`src/rtl/alu_pkg.sv`:
```
// Shared types for pipelined_alu: opcodes, FSM states and the status-flag bundle.
package alu_pkg;

  localparam int unsigned OP_W = 4;

  typedef enum logic [OP_W-1:0] {
    ALU_ADD  = 4'd0,
    ALU_SUB  = 4'd1,
    ALU_SLL  = 4'd2,
    ALU_SRL  = 4'd3,
    ALU_SRA  = 4'd4,
    ALU_AND  = 4'd5,
    ALU_OR   = 4'd6,
    ALU_XOR  = 4'd7,
    ALU_SLT  = 4'd8,
    ALU_SLTU = 4'd9,
    ALU_MUL  = 4'd10
  } alu_op_e;

  typedef enum logic [1:0] {
    ST_IDLE = 2'd0,
    ST_BUSY = 2'd1,
    ST_DONE = 2'd2
  } alu_state_e;

  typedef struct packed {
    logic zero;
    logic neg;
    logic carry;
    logic ovf;
    logic illegal;
  } alu_flags_t;

endpackage

```
`src/rtl/alu_mul_iter.sv`:
```
// Iterative shift-add unsigned multiplier: one conditional add and right shift per cycle,
// full 2*WIDTH product valid when done pulses, WIDTH cycles after start.
module alu_mul_iter #(
  parameter int unsigned WIDTH = 32
) (
  input  logic               clk,
  input  logic               rst,
  input  logic               start,
  input  logic [WIDTH-1:0]   a,
  input  logic [WIDTH-1:0]   b,
  output logic               done,
  output logic [2*WIDTH-1:0] product
);

  localparam int unsigned CNT_W = $clog2(WIDTH) + 1;

  logic [2*WIDTH-1:0] acc;
  logic [WIDTH-1:0]   mcand;
  logic [WIDTH-1:0]   mplier;
  logic [CNT_W-1:0]   cnt;
  logic               busy;
  logic [WIDTH:0]     partial;

  // Upper accumulator half plus the multiplicand when the current multiplier bit is set.
  always_comb begin
    partial = {1'b0, acc[2*WIDTH-1:WIDTH]} + {1'b0, (mplier[0] ? mcand : '0)};
  end

  always_ff @(posedge clk) begin
    if (rst) begin
      acc    <= '0;
      mcand  <= '0;
      mplier <= '0;
      cnt    <= '0;
      busy   <= 1'b0;
      done   <= 1'b0;
    end else begin
      done <= 1'b0;
      if (start) begin
        acc    <= '0;
        mcand  <= a;
        mplier <= b;
        cnt    <= '0;
        busy   <= 1'b1;
      end else if (busy) begin
        acc    <= {partial, acc[WIDTH-1:1]};
        mplier <= mplier >> 1;
        cnt    <= cnt + CNT_W'(1);
        if (cnt == CNT_W'(WIDTH - 1)) begin
          busy <= 1'b0;
          done <= 1'b1;
        end
      end
    end
  end

  assign product = acc;

endmodule

```
`src/rtl/pipelined_alu.sv`:
```
// Handshaked ALU: single-cycle ops registered onto a valid/ready output channel.
// Define ALU_MUL_EN to enable the iterative multiplier (opcode 10); otherwise opcode 10 is illegal.
module pipelined_alu
  import alu_pkg::*;
#(
  parameter int unsigned WIDTH = 32
) (
  input  logic             clk,
  input  logic             rst,
  input  logic             in_valid,
  output logic             in_ready,
  input  logic [WIDTH-1:0] in_a,
  input  logic [WIDTH-1:0] in_b,
  input  logic [3:0]       in_op,
  output logic             out_valid,
  input  logic             out_ready,
  output logic [WIDTH-1:0] out_result,
  output logic             out_zero,
  output logic             out_neg,
  output logic             out_carry,
  output logic             out_ovf,
  output logic             out_illegal
);

  localparam int unsigned SHW = $clog2(WIDTH);

  alu_state_e      state;
  alu_flags_t      flags_q;
  alu_flags_t      alu_fl;
  logic [WIDTH-1:0] alu_res;
  logic [WIDTH:0]  add_w;
  logic [WIDTH:0]  sub_w;
  logic [SHW-1:0]  shamt;
  logic            legal;
  logic            is_mul;
  logic            accept;

  assign in_ready = (state == ST_IDLE) || ((state == ST_DONE) && out_ready);
  assign accept   = in_valid && in_ready;

  // Single-cycle result and flags straight from the input operands.
  always_comb begin
    shamt   = in_b[SHW-1:0];
    add_w   = {1'b0, in_a} + {1'b0, in_b};
    sub_w   = {1'b0, in_a} - {1'b0, in_b};
    alu_res = '0;
    alu_fl  = '0;
    legal   = 1'b1;
    case (in_op)
      ALU_ADD: begin
        alu_res      = add_w[WIDTH-1:0];
        alu_fl.carry = add_w[WIDTH];
        alu_fl.ovf   = (in_a[WIDTH-1] == in_b[WIDTH-1]) && (alu_res[WIDTH-1] != in_a[WIDTH-1]);
      end
      ALU_SUB: begin
        alu_res      = sub_w[WIDTH-1:0];
        alu_fl.carry = sub_w[WIDTH];
        alu_fl.ovf   = (in_a[WIDTH-1] != in_b[WIDTH-1]) && (alu_res[WIDTH-1] != in_a[WIDTH-1]);
      end
      ALU_SLL:  alu_res = in_a << shamt;
      ALU_SRL:  alu_res = in_a >> shamt;
      ALU_SRA:  alu_res = $unsigned($signed(in_a) >>> shamt);
      ALU_AND:  alu_res = in_a & in_b;
      ALU_OR:   alu_res = in_a | in_b;
      ALU_XOR:  alu_res = in_a ^ in_b;
      ALU_SLT:  alu_res = WIDTH'($signed(in_a) < $signed(in_b));
      ALU_SLTU: alu_res = WIDTH'(in_a < in_b);
      default:  legal   = 1'b0;
    endcase
    if (legal) begin
      alu_fl.zero = (alu_res == '0);
      alu_fl.neg  = alu_res[WIDTH-1];
    end else begin
      alu_res = '0;
      alu_fl  = '0;
      alu_fl.illegal = 1'b1;
    end
  end

`ifdef ALU_MUL_EN
  logic               mul_done;
  logic [2*WIDTH-1:0] mul_prod;
  alu_flags_t         mul_fl;

  assign is_mul = (in_op == ALU_MUL);

  alu_mul_iter #(.WIDTH(WIDTH)) u_mul (
    .clk     (clk),
    .rst     (rst),
    .start   (accept && is_mul),
    .a       (in_a),
    .b       (in_b),
    .done    (mul_done),
    .product (mul_prod)
  );

  always_comb begin
    mul_fl      = '0;
    mul_fl.zero = (mul_prod[WIDTH-1:0] == '0);
    mul_fl.neg  = mul_prod[WIDTH-1];
    mul_fl.ovf  = |mul_prod[2*WIDTH-1:WIDTH];
  end
`else
  assign is_mul = 1'b0;
`endif

  // Control FSM; a consume and a new accept may land on the same edge.
  always_ff @(posedge clk) begin
    if (rst) begin
      state      <= ST_IDLE;
      out_valid  <= 1'b0;
      out_result <= '0;
      flags_q    <= '0;
    end else begin
      case (state)
        ST_IDLE, ST_DONE: begin
          if ((state == ST_DONE) && out_ready) begin
            state     <= ST_IDLE;
            out_valid <= 1'b0;
          end
          if (accept) begin
            if (is_mul) begin
              state     <= ST_BUSY;
              out_valid <= 1'b0;
            end else begin
              state      <= ST_DONE;
              out_valid  <= 1'b1;
              out_result <= alu_res;
              flags_q    <= alu_fl;
            end
          end
        end
        ST_BUSY: begin
`ifdef ALU_MUL_EN
          if (mul_done) begin
            state      <= ST_DONE;
            out_valid  <= 1'b1;
            out_result <= mul_prod[WIDTH-1:0];
            flags_q    <= mul_fl;
          end
`else
          state <= ST_IDLE;
`endif
        end
        default: state <= ST_IDLE;
      endcase
    end
  end

  assign out_zero    = flags_q.zero;
  assign out_neg     = flags_q.neg;
  assign out_carry   = flags_q.carry;
  assign out_ovf     = flags_q.ovf;
  assign out_illegal = flags_q.illegal;

endmodule
```
`config.mk`:
```
export PLATFORM = sky130hd
export DESIGN_NAME = pipelined_alu
export DESIGN_NICKNAME = d
export VERILOG_FILES = /design/src/rtl/alu_pkg.sv /design/src/rtl/alu_mul_iter.sv /design/src/rtl/pipelined_alu.sv
export SDC_FILE = /design/constraint.sdc
export NUM_CORES = 1
export LEC_CHECK = 0
export ABC_AREA = 1
export BUFFER_PORTS_ARGS = -buffer_cell sky130_fd_sc_hd__buf_2
export CAP_MARGIN = 20
export CORE_MARGIN = 4
export CORE_UTILIZATION = 34
export CTS_BUF_LIST = sky130_fd_sc_hd__clkbuf_16
export CTS_CLUSTER_SIZE = 12
export DETAILED_ROUTE_END_ITERATION = 12
export SYNTH_ARGS = -nofsm -noshare
export SYNTH_HDL_FRONTEND = slang
export SYNTH_HIERARCHICAL = 1
export SYNTH_SLANG_ARGS = --single-unit
```
`constraint.sdc`:
```
create_clock -name clk -period 5.9 [get_ports clk]
set_input_delay 0 -clock clk [delete_from_list [all_inputs] [get_ports clk]]
set_output_delay 0 -clock clk [all_outputs]
set_load 0.005 [all_outputs]
```
==> flow_metrics.tcl, run 1 <==
set metrics [dict create \
    status "finished, final reports clean" \
    antenna_cells 0 \
    tns_ns 0 \
    worst_slew_pin_slew_ns 1.10 \
    viasPerCell 5.74 \
    post-place-cells 2715 \
    synth_nets 2416 \
    area_growth_pct 7.44 \
    hold_viol_final 0 \
    syn_area_um2 11500 \
    crit_required_ns 6.12 \
    instances_no_fill 2723 \
    rrSetupSlack_ns 4.01 \
    fin_worst_skew_ns 0.00175 \
    rsz0062_at_grt "false" \
    reg2reg_depth 9 \
    startpoint "in_b[2]" \
    worstPathArrival_ns 3.74 \
    clockBufferDepth 2 \
    antenna_found_initial 1 \
    routedWlPerCell_um 21.7 \
    die_width_um 192 \
    numCtsBuffers 5 \
    fin_nets 2445 \
    ys_ff_latch 37 \
    cts-root-buf "clkbuf_16" \
    track_usage 0.310 \
    layout_commonest_cell "nand2_1" \
    yosysWarnings 6 \
    max_slew_margin 0.266 \
    grt_pass1_wl_um 87200 \
    grt_remaining_overflow 0 \
    utilization 0.369 \
    power_per_cell_area_nw_per_um2 135 \
    ys_seq_area_frac 0.0645 \
    hpwlAfterDp_um 48300 \
    setup_viol 0 \
    synth_area_leaders "nand2_1, nand3_1, ha_1" \
    layout_common_cells "nand2_1, nand3_1, nor2_1, inv_1, buf_2" \
    ant_nets 0 \
    synth_edf_count 0 \
    grt_max_degree 74 \
    synth_top_area_frac 0.229 \
    postPlaceCellArea_um2 12200 \
    crit_path_start_kind "primary input" \
    async_flop_share 0 \
    post-cts-setup-buffer-count 0 \
    fin_crit_ns 3.52 \
    endpoint_kind "flop" \
    clk_latency_ns 0.28 \
    start_util 0.343 \
    crit_path_max_fanout 64 \
    gp_congestion 1.06 \
    vias 15624 \
    ys_types 46 \
    clkTransAtPathRegs_ns 0.05 \
    io_buffers 110 \
    core_area_um2 33400 \
    endpoint "out_zero" \
    cts-resized-gates 0 \
    cts_tree "done" \
    drt_iter0_markers 2131 \
    die_h_um 192 \
    finalCritPeriodShare 0.597 \
    fmax_mhz 284 \
    timing.rr.start "out_valid" \
    io_pins 111 \
    hold-worst-slack_ns 0.0274 \
    ys.flop_type "dfxtp_1" \
    avgSynthCellArea_um2 5.11 \
    critPathKind "in -> reg" \
    grt_pass1_vias 14431 \
    max_cap_viol_count 0 \
    dr.pass1.iters 6 \
    r2r_end "out_result[12]" \
    holdBufCountCts 0 \
    rows 67 \
    drive_gt1_frac 0.0954 \
    yosys.area.top_type "nand2_1" \
    final_area_um2 12300 \
    drv_slew 0 \
    hold_class "in -> reg" \
    peakVddDrop_mv 0.105 \
    p_leak_nw 6.81 \
    h-tree-depth 2 \
    dieArea_um2 36800 \
    postSynthCellCount 2245 \
    clock_sinks 37 \
    drc_errors 0 \
    wirelength_um 59200 \
]
==> routing by layer <==
layer  track usage  vias to the layer above  part of all wire
met3        0.0431                      118             0.089
met5             0                        -           0.00022
met4        0.0873                        2             0.036
met1         0.423                     7317              0.42
met2         0.511                      826              0.45
li1              -                     7361                 -
==> synth_stat cells, drive strengths merged (3+ instances only) <==
library cell and number:
buf 78, a21oi 89, nand2 731, nor4 3, or2 3, and3 3, o22ai 13, nor3 29
inv 252, nand4 28, nand3 446, dfxtp 37, ha 97, nor2 265, o21bai 10, nand3b 8
a221oi 6, and2 7, o211ai 14, a31oi 7, clkbuf 24, o21ai 78, o221ai 3
==> where the power goes <==
group,total (mW),switching (mW),internal (mW)
logic,1.09,0.786,0.299
clock network,0.297,0.101,0.196
registers,0.281,0.0109,0.270
total,1.66,0.898,0.765
==> how the worst min path moves through the flow <==
stage / slack, ns / startpoint / endpoint / cells after the start
after floorplan: 0.10 / out_ready / in_ready / 2
after global placement: 0.29 / out_ready / in_ready / 4
after detailed placement: 0.30 / out_ready / in_ready / 4
after CTS: 0.02 / out_ready / out_valid / 4
after global routing: 0.05 / out_ready / out_valid / 4
final: 0.03 / out_ready / out_valid / 4
==> state kept, by name (all words and copies together), names as in the netlist <==
| name | count |
|---|---|
| out_carry | 1 |
| out_illegal | 1 |
| out_ovf | 1 |
| out_result | 32 |
| out_valid | 1 |
| out_zero | 1 |
==> cell families after synthesis <==
family,Yosys count,share of synthesized area
simple gates,1525,0.582
buf+inv,355,0.130
compound gates,228,0.114
fa+ha+maj,99,0.109
flops,37,0.0645
xor+xnor,1,0.000763
==> layout make-up <==
cell class              instances  area (um^2)
clock buffers                   5          125
clock inverters                 3         37.5
fillers                      3876        21100
inverters                     253          955
multi-input cells            1853         9260
flip-flops and latches         37          741
well taps                     448          561
repair buffers                124          656
==> critical path, stage by stage <==
cell and delay [ns]:
buf_2 0.08, buf_4 0.54, inv_2 0.07, ha_1 0.50
nand2_1 0.14, nand3_1 0.30, nand3_1 0.16, nand3_1 0.22
nand2_1 0.08, nand3_1 0.08, nand2_1 0.06, nor2_1 0.48
nand2_1 0.22, nor2_1 0.15, nand2_1 0.13, nor2_1 0.15
nand3_1 0.09, nor2_1 0.09, nand2_1 0.07, a21oi_2 0.10
==> stage by stage <==
stage | worst slack (ns) | total power, mW
final | 2.38 | 1.66
after global routing | 2.14 | 1.77
after CTS | 2.51 | 1.63
after detailed placement | 2.22 | 1.33
after global placement | 2.22 | 1.33
after floorplan | 3.47 | 0.974
(Power assumes the default switching activity.)
==> inputs of run 2 (changes only) <==
==> constraint.sdc (replaced) <==
create_clock -name clk -period 3.5 [get_ports clk]
set_input_delay 0 -clock clk [delete_from_list [all_inputs] [get_ports clk]]
set_output_delay 0 -clock clk [all_outputs]
set_load 0.005 [all_outputs]
==> flow_metrics.tcl, run 2 (same netlist as run 1, synthesis figures left out) <==
set metrics [dict create \
    status "finished, final reports clean" \
    crit_required_ns 3.72 \
    max_slew_margin 0.326 \
    instances_no_fill 2756 \
    viasPerCell 5.67 \
    layout_common_cells "nand2_1, nand3_1, nor2_1, inv_1, buf_2" \
    post-place-cells 2748 \
    switching_power_mw 1.54 \
    gp_congestion 1.07 \
    timing.rr.start "out_valid" \
    vias 15635 \
    clockBufferDepth 2 \
    grt_max_degree 71 \
    max_cap_viol_count 0 \
    antenna_found_initial 0 \
    p_leak_nw 6.98 \
    fill_cells 3889 \
    r2r_end "out_result[12]" \
    dr.pass1.iters 6 \
    drc_errors 0 \
    area_growth_pct 9.86 \
    setup_viol 0 \
    p_int_mw 1.39 \
    grt_pass1_vias 14429 \
    hp-start "out_ready" \
    holdBufCountCts 0 \
    path_buf_inv 4 \
    routedWlPerCell_um 22.5 \
    antenna_cells 0 \
    rrSetupSlack_ns 1.51 \
    grt.busiest_layer "met2" \
    core_area_um2 33400 \
    fin_nets 2478 \
    hpwlAfterDp_um 52100 \
    drive_gt1_frac 0.109 \
    slowest_delay_ns 0.54 \
    cts_tree "done" \
    io_buffers 110 \
    met1_usage 0.447 \
    clock_sinks 37 \
    endpoint_kind "flop" \
    wirelength_um 62100 \
    numCtsBuffers 5 \
    p_seq_frac 0.161 \
    cts-resized-gates 0 \
    peakVddDrop_mv 0.192 \
    postPlaceCellArea_um2 12400 \
    clkTransAtPathRegs_ns 0.06 \
    cp_top_family "simple AND/OR/NAND/NOR gates" \
    hold_end "out_valid" \
    hold_viol_final 0 \
    p_sw_frac 0.524 \
    total_power_mw 2.93 \
    crit_path_max_fanout 13 \
    cts-root-buf "clkbuf_16" \
    die_h_um 192 \
    p_comb_frac 0.640 \
    die_width_um 192 \
    final_area_um2 12600 \
    fin_crit_ns 3.28 \
    start_util 0.343 \
    hold_class "in -> reg" \
    cp_slowest_cell "ha_1" \
    hold_depth 4 \
    path_cells "buf_2 > inv_1 > ha_1 > inv_1 > nand2_1 > inv_1 > nand2_1 > nand3_1 > nand2_1 > nand3b_1 > nor2_1 > nand2_1 > nor2_1 > nand2_1 > nor2_1 > nand2_1 > nor2_1 > nand2_1 > a21oi_2" \
    rows 67 \
    dieArea_um2 36800 \
    io_pins 111 \
    fin_worst_skew_ns 0.00850 \
    h-tree-depth 2 \
    critPathKind "in -> reg" \
    fmax_mhz 305 \
    critPathMostFrequentCell "nand2_1" \
    drt_iter0_markers 1957 \
    grt_pass1_wl_um 89800 \
    reg2reg_depth 9 \
    layout_commonest_cell "nand2_1" \
    use_met3 0.0443 \
    clk_latency_ns 0.29 \
    clkPwrFrac 0.199 \
    post-cts-setup-buffer-count 0 \
    crit_path_start_kind "primary input" \
    power_per_cell_area_nw_per_um2 232 \
    rsz0062_at_grt "false" \
    use_met2 0.536 \
    worstPathArrival_ns 3.50 \
    finalCritPeriodShare 0.937 \
    largest_reg_flops 32 \
    ant_nets 0 \
    worst_slew_pin_slew_ns 1.01 \
    grt_remaining_overflow 0 \
    largest_register "out_result" \
    track_usage 0.325 \
    drv_slew 0 \
]
-- run 2: cell count changes in the layout (fill, tap and decap cells not counted) --
cell and change:
clkinv_1 -1, buf_4 +32, inv_1 -1, buf_12 +1, clkinv_2 +1, bufinv_16 +1, nor2_4 -2, nor2_2 +2
-- run 2: cell type report --
cell class / instances / area (um^2) / area share
sequential: 37 / 741 / 0.0587
clock buffer: 5 / 125 / 0.00992
inverter: 253 / 955 / 0.0757
clock inverter: 3 / 65.1 / 0.00516
multi-input combinational: 1853 / 9250 / 0.733
tap: 448 / 561 / 0.0444
timing repair buffer: 157 / 916 / 0.0726
-- run 2: worst max-delay path by stage --
| stage | startpoint | endpoint | depth (start not counted) | slack, ns |
|---|---|---|---|---|
| floorplan | in_b[2] | out_zero | 25 | 1.07 |
| global placement | in_a[31] | out_zero | 19 | -0.02 |
| detailed placement | in_a[31] | out_zero | 19 | 0.09 |
| CTS | in_a[31] | out_zero | 19 | 0.40 |
| global route | in_a[31] | out_zero | 19 | 0.14 |
| finish | in_a[31] | out_zero | 19 | 0.22 |
-- run 2: power groups by stage --
stage,combinational [mW],clock [mW],sequential [mW]
finish,1.88,0.582,0.473
global route,2.04,0.614,0.476
CTS,1.82,0.588,0.472
detailed placement,1.81,0,0.481
global placement,1.82,0,0.480
floorplan,1.16,0,0.482
-- run 2: per-layer routing --
metal,vias up,routed length [um],part of all wire
met5,-,0,0
met4,0,1910,0.031
met3,103,5340,0.086
met2,763,28100,0.45
met1,7336,26800,0.43
li1,7433,-,-
-- run 2: through the flow --
step / hold WS, ns / util / TNS, ns / setup slack (ns)
2_1_floorplan: 0.102 / - / 0 / 1.07
3_3_place_gp: 0.291 / 0.371 / -0.0179 / -0.0179
3_5_place_dp: 0.297 / 0.371 / 0 / 0.0910
4_1_cts: 0.00811 / 0.377 / 0 / 0.395
5_1_grt: 0.0345 / 0.377 / 0 / 0.135
6_report: 0.0186 / 0.377 / 0 / 0.220
-- run 2: tightest hold or removal path, delay by kind of cell --
| kind | cells | cell delay (ns) |
|---|---|---|
| AOI/OAI and AO/OA | 1 | 0.07 |
| buffers and inverters | 2 | 0.10 |
| and+or+nand+nor | 1 | 0.08 |
